`src/rtl/gen_fib_pkg.sv`:
```
// gen_fib shared types and default sizes.
// Imported by the Fibonacci generator and its adder.
package gen_fib_pkg;

  localparam int FIB_IW = 6;
  localparam int FIB_OW = 32;

  typedef enum logic [1:0] {
    S_IDLE,
    S_INIT,
    S_CALC,
    S_DONE
  } state_e;

endpackage

```
`src/rtl/fib_sat_add.sv`:
```
// Term adder with carry-out for gen_fib.
// GEN_FIB_SAT_EN clamps the sum to all-ones on carry or sat_i.
module fib_sat_add
  import gen_fib_pkg::*;
#(
  parameter int OUTPUT_WIDTH = FIB_OW
) (
  input  logic [OUTPUT_WIDTH-1:0] a_i,
  input  logic [OUTPUT_WIDTH-1:0] b_i,
  input  logic                    sat_i,
  output logic [OUTPUT_WIDTH-1:0] sum_o,
  output logic                    carry_o
);

  logic [OUTPUT_WIDTH:0] raw;

  assign raw     = {1'b0, a_i} + {1'b0, b_i};
  assign carry_o = raw[OUTPUT_WIDTH];

`ifdef GEN_FIB_SAT_EN
  // once a carry has been seen every later term is pinned at all-ones
  assign sum_o = (sat_i | raw[OUTPUT_WIDTH]) ? '1 : raw[OUTPUT_WIDTH-1:0];
`else
  logic unused_sat;
  assign unused_sat = sat_i;
  assign sum_o      = raw[OUTPUT_WIDTH-1:0];
`endif

endmodule

```
`src/rtl/gen_fib.sv`:
```
// Iterative generalised Fibonacci term generator.
// Define GEN_FIB_SAT_EN to saturate terms after overflow.
module gen_fib
  import gen_fib_pkg::*;
#(
  parameter int INPUT_WIDTH  = FIB_IW,
  parameter int OUTPUT_WIDTH = FIB_OW
) (
  input  logic                    clk,
  input  logic                    rst,
  input  logic                    go,
  input  logic [INPUT_WIDTH-1:0]  n,
  input  logic [OUTPUT_WIDTH-1:0] seed0,
  input  logic [OUTPUT_WIDTH-1:0] seed1,
  output logic [OUTPUT_WIDTH-1:0] result,
  output logic                    overflow,
  output logic                    done,
  output logic                    busy,
  output logic [INPUT_WIDTH:0]    i_r
);

  localparam logic [INPUT_WIDTH:0] ONE = 1;

  state_e                  state_q;
  logic [INPUT_WIDTH-1:0]  n_q;
  logic [OUTPUT_WIDTH-1:0] s0_q;
  logic [OUTPUT_WIDTH-1:0] s1_q;
  logic [OUTPUT_WIDTH-1:0] x_q;
  logic [OUTPUT_WIDTH-1:0] y_q;
  logic [INPUT_WIDTH:0]    i_q;
  logic [OUTPUT_WIDTH-1:0] result_q;
  logic                    ovf_q;
  logic                    done_q;

  logic [OUTPUT_WIDTH-1:0] y_d;
  logic                    carry;
  logic                    ovf_d;
  logic                    last_d;
  logic [OUTPUT_WIDTH-1:0] result_d;

  fib_sat_add #(
    .OUTPUT_WIDTH(OUTPUT_WIDTH)
  ) u_add (
    .a_i    (x_q),
    .b_i    (y_q),
    .sat_i  (ovf_q),
    .sum_o  (y_d),
    .carry_o(carry)
  );

  // i_q is one bit wider than n so this compare never wraps
  always_comb begin
    ovf_d    = ovf_q | carry;
    last_d   = (i_q >= {1'b0, n_q});
    result_d = (n_q == '0) ? x_q : y_q;
  end

  // run control: latch, seed, iterate, then hold the answer
  always_ff @(posedge clk or negedge rst) begin
    if (!rst) begin
      state_q  <= S_IDLE;
      n_q      <= '0;
      s0_q     <= '0;
      s1_q     <= '0;
      x_q      <= '0;
      y_q      <= '0;
      i_q      <= '0;
      result_q <= '0;
      ovf_q    <= 1'b0;
      done_q   <= 1'b0;
    end else begin
      unique case (state_q)
        S_IDLE, S_DONE: begin
          if (go) begin
            n_q     <= n;
            s0_q    <= seed0;
            s1_q    <= seed1;
            done_q  <= 1'b0;
            state_q <= S_INIT;
          end
        end
        S_INIT: begin
          x_q     <= s0_q;
          y_q     <= s1_q;
          i_q     <= ONE;
          ovf_q   <= 1'b0;
          done_q  <= 1'b0;
          state_q <= S_CALC;
        end
        S_CALC: begin
          if (!last_d) begin
            x_q   <= y_q;
            y_q   <= y_d;
            i_q   <= i_q + ONE;
            ovf_q <= ovf_d;
          end else if (!go) begin
            result_q <= result_d;
            done_q   <= 1'b1;
            state_q  <= S_DONE;
          end
        end
        default: state_q <= S_IDLE;
      endcase
    end
  end

  assign busy     = (state_q == S_INIT) || (state_q == S_CALC);
  assign result   = result_q;
  assign overflow = ovf_q;
  assign done     = done_q;
  assign i_r      = i_q;

endmodule

```
`config.mk`:
```
export PLATFORM = sky130hd
export DESIGN_NAME = gen_fib
export DESIGN_NICKNAME = d
export VERILOG_FILES = /design/src/rtl/gen_fib_pkg.sv /design/src/rtl/fib_sat_add.sv /design/src/rtl/gen_fib.sv
export SDC_FILE = /design/constraint.sdc
export NUM_CORES = 1
export LEC_CHECK = 0
export ABC_AREA = 1
export BUFFER_PORTS_ARGS = -buffer_cell sky130_fd_sc_hd__buf_2
export CORE_UTILIZATION = 45
export DETAILED_ROUTE_END_ITERATION = 8
export GPL_ROUTABILITY_DRIVEN = 0
export PLACE_DENSITY = 0.69
export SLEW_MARGIN = 5
export SYNTH_ARGS = -nofsm -noshare
export SYNTH_HDL_FRONTEND = slang
export SYNTH_SLANG_ARGS = --single-unit
export TNS_END_PERCENT = 100
```
`constraint.sdc`:
```
create_clock -name clk -period 3.81 [get_ports clk]
set_input_delay 0.1905 -clock clk [delete_from_list [all_inputs] [get_ports clk]]
set_output_delay 0.1905 -clock clk [all_outputs]
set_load 0.03 [all_outputs]
```
; After elaboration in Yosys (flattened, before gate mapping)
; Cells that the tools add are included.
[word_totals]
ff_bits = 177
latchBits = 0
ramBits = 0
rom_bits = 0
in_bits = 73
output_inout_bits = 42
elab_cells = 48
n_memories = 0
[classes]
add_sub_neg = 2
n_mul = 0
div = 0
n_lt_le_gt_ge = 1
eq_ne = 7
shift = 0
n_mux = 17
n_bitwise = 2
n_reduce_logical = 9
[op_table]
columns = cell, n
row1 = $pmux W32 S2, 2
row2 = $mux W32, 3
row3 = $add A32 B32 Y33, 1
row4 = $pmux W7 S2, 1
row5 = $ne A2 B2 Y1 const B, 4
row6 = $add A7 B1 Y7 const B, 1
row7 = $ge A7 B6 Y1, 1
row8 = $mux W7, 1
row9 = $logic_not A6 Y1, 1
row10 = $mux W2, 3
row11 = $pmux W2 S3, 1
row12 = $reduce_and A3 Y1, 2
row13 = $eq A2 B2 Y1 const B, 2
row14 = $mux W1, 4
row15 = $reduce_and A2 Y1, 2
row16 = $pmux W1 S3, 1
row17 = $eq A2 B1 Y1 const B, 1
row18 = $logic_not A2 Y1, 1
row19 = $pmux W1 S2, 1
row20 = $reduce_bool A2 Y1, 1
row21 = $reduce_or A2 Y1, 1
row22 = $logic_or A1 B1 Y1, 1
row23 = $not A1 Y1, 1
row24 = $or A1 B1 Y1, 1

; Logic depth before layout (Yosys ltp)
[depth]
depth_word = 4
mapped_depth = 14
ltp_nobuf = 14

; Modules after synthesis
; From an unflattened synthesis, not the netlist that was laid out.
[hier_totals]
hier_cells = 1417
area_unflattened_um2 = 10438.8
[by_module_without_submodules]
columns = module, instances, cells_per_inst, area_each_um2, seq_area_each_um2
row1 = gen_fib, 1, 912, 8015.2, 4429.2
row2 = fib_sat_add, 1, 505, 2423.6, 0.0

; Least setup slack after synthesis
; Ideal clock, no wire load.
[synth_timing]
kind = register -> register
from = reg i_q[0] (netlist: i_r[0])
to = reg i_q[3] (netlist: i_r[3])
setup_time_ns = 0.121
arrival_ns = 1.848
required_time_ns = 3.689
path_slack_ns = 1.841
stages_incl_launch_ff = 12
path_buffers = 2
cell_sequence = dfrtp_1 > inv_1 > ha_1 > nand2_1 > nor2_1 > nand4_1 > nand4_4 > nand2_4 > buf_6 > buf_6 > a21oi_1 > nor2_1
[synth_between]
elab_chain_cells = 3
[synth_lines]
columns = element, line
row1 = start: declaration, gen_fib.sv:30  ; logic [INPUT_WIDTH:0] i_q;
row2 = start signal: assignment, gen_fib.sv:94  ; i_q <= i_q + ONE;
row3 = $add A7 B1 Y7 or $ge A7 B6 Y1 (tied branches), "gen_fib.sv:94, gen_fib.sv:54"
row4 = $mux W7 or $ne A2 B2 Y1 (tied branches), --
row5 = $pmux W7 S2 or $reduce_and A2 Y1 (tied branches), --
; Parallel ways exist; a longest one is shown, timed or not. The select of a mux whose other input is x is not followed.
; A chain may end at the register's enable or synchronous reset.

; Final worst setup path
[layout_timing]
from = reg state_q[0]
to = reg y_q[20]
[layout_between]
elab_chain_cells = 3
[layout_lines]
columns = element, line
row1 = start: declaration, gen_fib.sv:24  ; state_e state_q;
row2 = start signal: assignment, gen_fib.sv:61  ; state_q <= S_IDLE;
row3 = start signal: assignment, gen_fib.sv:79  ; state_q <= S_INIT;
row4 = start signal: assignment, gen_fib.sv:88  ; state_q <= S_CALC;
row5 = $eq A2 B2 Y1 or $eq A2 B1 Y1 (tied branches), gen_fib.sv:72  ; unique case (state_q)
row6 = $ne A2 B2 Y1 (no line) or $reduce_bool A2 Y1 (tied branches), --
row7 = $reduce_and A2 Y1 (no line), --
row8 = end signal: assignment, gen_fib.sv:84  ; y_q <= s1_q;
row9 = end signal: assignment, gen_fib.sv:93  ; y_q <= y_d;
row10 = end: declaration, gen_fib.sv:29  ; logic [OUTPUT_WIDTH-1:0] y_q;
; Parallel ways exist; a longest one is shown, timed or not.

==> summary.md <==
| Metric | Value |
|---|---|
| Chip Height | 153 µm |
| H-Tree Depth | 4 |
| RSZ-0062 raised after global routing | no |
| Req. time, crit path | 4.13 ns |
| Data arrival, critical path | 3.16 ns |
| PortBufs | 114 |
| Syn Area/Cell | 7.67 µm² |
| Share of the synthesized area in the top cell type | 43.3% |
| Post-DRT Antenna Nets | 0 |
| Cell area after synthesis | 10200 µm² |
| P per Cell Area | 995 nW/µm² |
| Clock transition at path regs | 0.07 ns |
| Post-CTS sizing | 0 |
| Total number of vias | 8958 |
| Crit path kind | flop to flop |
| Io pins | 115 |
| Total gr overflow | 0 |
| TritonCTS clock tree | yes |
| Post-CTS Setup Inserts | 0 |
| Largest net degree at the start of global routing | 98 |
| Vias in the first global route | 8601 |
| Seq cells post-synth | 177 |
| Root buf cell | clkbuf_16 |
| Hold Buf Count CTS | 55 |
| Outcome | complete, but fails checks |
| Yosys warnings | 0 |
| Syn Nets | 1450 |
| Worst skew pair latency | 0.43 ns |
| Max-slew headroom | 32.0% |
| P&R area growth vs syn | 18.1% |
| Skew final | 0.00921 ns |
| Final setup fails | 0 |
| Hold Slack | 0.0128 ns |
| Post-DP HPWL | 17400 µm |
| TritonCTS Buffers | 17 |
| Worst slew pin tran | 1.02 ns |
| Most frequent cells in the layout | 419 x nand2_1, 177 x dfrtp_1, 168 x inv_1, 116 x nor2_1, 113 x buf_2 |
| Ranking of synthesized cells by area | dfrtp_1 43%, nand2_1 15%, inv_1 6.2% |
| First-pass GRT wire length | 42500 µm |
| Crit end category | flop |
| Gr usage total | 22.6% |
| Final count of hold timing violations | 0 |
| Antenna Cells | 0 |
| Min-Delay Path Class | input port to flop |
| Sinks on Clock Net | 177 |
| Synth area leader | dfrtp_1 |
| Sequential share of the synthesized area | 43.3% |
| Mapped Cells | 1334 |
| FP Rows | 54 |
| DIE WIDTH | 153 µm |
| Most common cell after layout, fill and taps aside | nand2_1 |
| Initial antenna violation count | 0 |
| Initial DRC Count | 634 |
| Drt first pass iters | 9 |
| Worst vdd ir | 513 µV |
| Worst-path fanout max | 51 |
| Final worst-path cycle share | 74.6% |
| Core area | 22100 µm² |
| DRC | 2 |
| DIE AREA | 23400 µm² |
| P_leak | 6.51 nW |
| Vias per cell | 5.06 |
| Synth unique cells | 35 |
| Share of cells above drive strength 1 | 13.9% |
| Failing checks | DRC |
| Crit start category | flop |
| NumNets Final | 1596 |
| Initial core utilization | 46.3% |
| Max-Cap Viols | 0 |
| TNS Setup | 0 ns |
| DR WL/cell | 14.1 µm |
| Max Freq | 0.352 GHz |
| Max Root-Sink Buffers | 2 |
| Routed wire length | 24900 µm |
| Slew Viols, Final | 0 |
| Tmin final | 2.84 ns |
power breakdown:
group | switching, W | internal (W)
sequential | 0.000622 | 0.00279
clock | 0.000748 | 0.000937
combinational | 0.00443 | 0.00249
total | 0.00580 | 0.00622
cell type report:
type	instances	area, µm²
Tap cell	280	350
Fill cell	2076	10000
Inverter	170	638
Multi-Input combinational cell	938	4910
Clock inverter	11	106
Sequential cell	177	4430
Clock buffer	20	457
Timing Repair Buffer	176	1190
cells by family after synthesis:
| group | Yosys count | synth area share (%) |
|---|---|---|
| AO/OA/AOI/OAI | 206 | 10.8 |
| XOR/XNOR | 7 | 0.599 |
| adder cells (fa/ha/maj) | 43 | 5.33 |
| buffers and inverters | 219 | 8.83 |
| flip-flops | 177 | 43.3 |
| multiplexers | 68 | 7.25 |
| AND/OR/NAND/NOR | 614 | 23.9 |
path summary, 6_finish.rpt:
check,start,end,slack [ns],cells after the start
min reg2reg,result[25],result[25],0.48,2
max,state_q[0],y_q[20],0.97,9
max in group asynchronous,rst,x_q[21],2.48,3
min in group asynchronous,rst,s1_q[5],0.37,2
min,seed1[17],s1_q[17],0.01,3
max reg2reg,state_q[0],y_q[20],0.97,9
worst max-delay path: stages (launching register included):
cell and delay (ns):
dfrtp_1 0.42, inv_1 0.08, ha_2 0.57, inv_1 0.12
nand2_1 0.29, nand2_4 0.25, inv_2 0.70, nor2_1 0.10
nand2_1 0.10, nand2_1 0.05
Yosys cell counts:
| library cell | number |
|---|---|
| buf_4 | 1 |
| o211ai_1 | 6 |
| buf_1 | 3 |
| xnor2_1 | 2 |
| inv_1 | 168 |
| clkbuf_2 | 1 |
| nand3b_1 | 4 |
| o22ai_1 | 3 |
| nor3_1 | 6 |
| o21bai_1 | 2 |
| fa_1 | 1 |
| a31oi_1 | 1 |
| a21oi_1 | 45 |
| o21ai_0 | 77 |
| mux2i_1 | 19 |
| nand2_4 | 1 |
| nand2_1 | 420 |
| buf_2 | 25 |
| xor2_1 | 5 |
| mux2_2 | 49 |
| nand4_4 | 1 |
| o21ai_1 | 52 |
| dfrtp_1 | 177 |
| a21o_1 | 1 |
| inv_2 | 2 |
| and3_1 | 2 |
| nor2_1 | 116 |
| o21a_2 | 1 |
| and2_1 | 1 |
| buf_6 | 6 |
| nand3_1 | 57 |
| clkbuf_1 | 13 |
| ha_1 | 42 |
| nand4_1 | 6 |
| o21a_1 | 18 |
per-layer routing:
| layer | share of wire [%] | vias up | global-route usage (%) | wire, µm |
|---|---|---|---|---|
| met1 | 49 | 4156 | 32.5 | 12200 |
| met4 | 1.8 | 0 | 6.73 | 438 |
| li1 | - | 4536 | - | - |
| met3 | 4.9 | 30 | 3.46 | 1230 |
| met5 | 0 | - | 0 | 0 |
| met2 | 44 | 236 | 35.4 | 11100 |
registers in the layout, indices dropped and copies added (netlist names):
name and cells:
done 1, i_r 7, n_q 6, overflow 1, result 32, s0_q 32
s1_q 32, state_q 2, x_q 32, y_q 32
through the flow:
stage | worst slack (ns) | total power (W) | instance area (µm²) | utilization, % | std cells
finish | 0.967 | 0.0120 | 12100 | 54.7 | 1772
global route | 0.641 | 0.0133 | 12100 | 54.7 | 1772
detailed placement | 1.01 | 0.0102 | 11000 | 49.7 | 1686
floorplan | 1.84 | 0.00865 | 10200 | - | 1334
CTS | 0.995 | 0.0121 | 12100 | 54.7 | 1772
global placement | 1.14 | 0.0101 | 11000 | 49.7 | 1686
(Power assumes the default switching activity.)
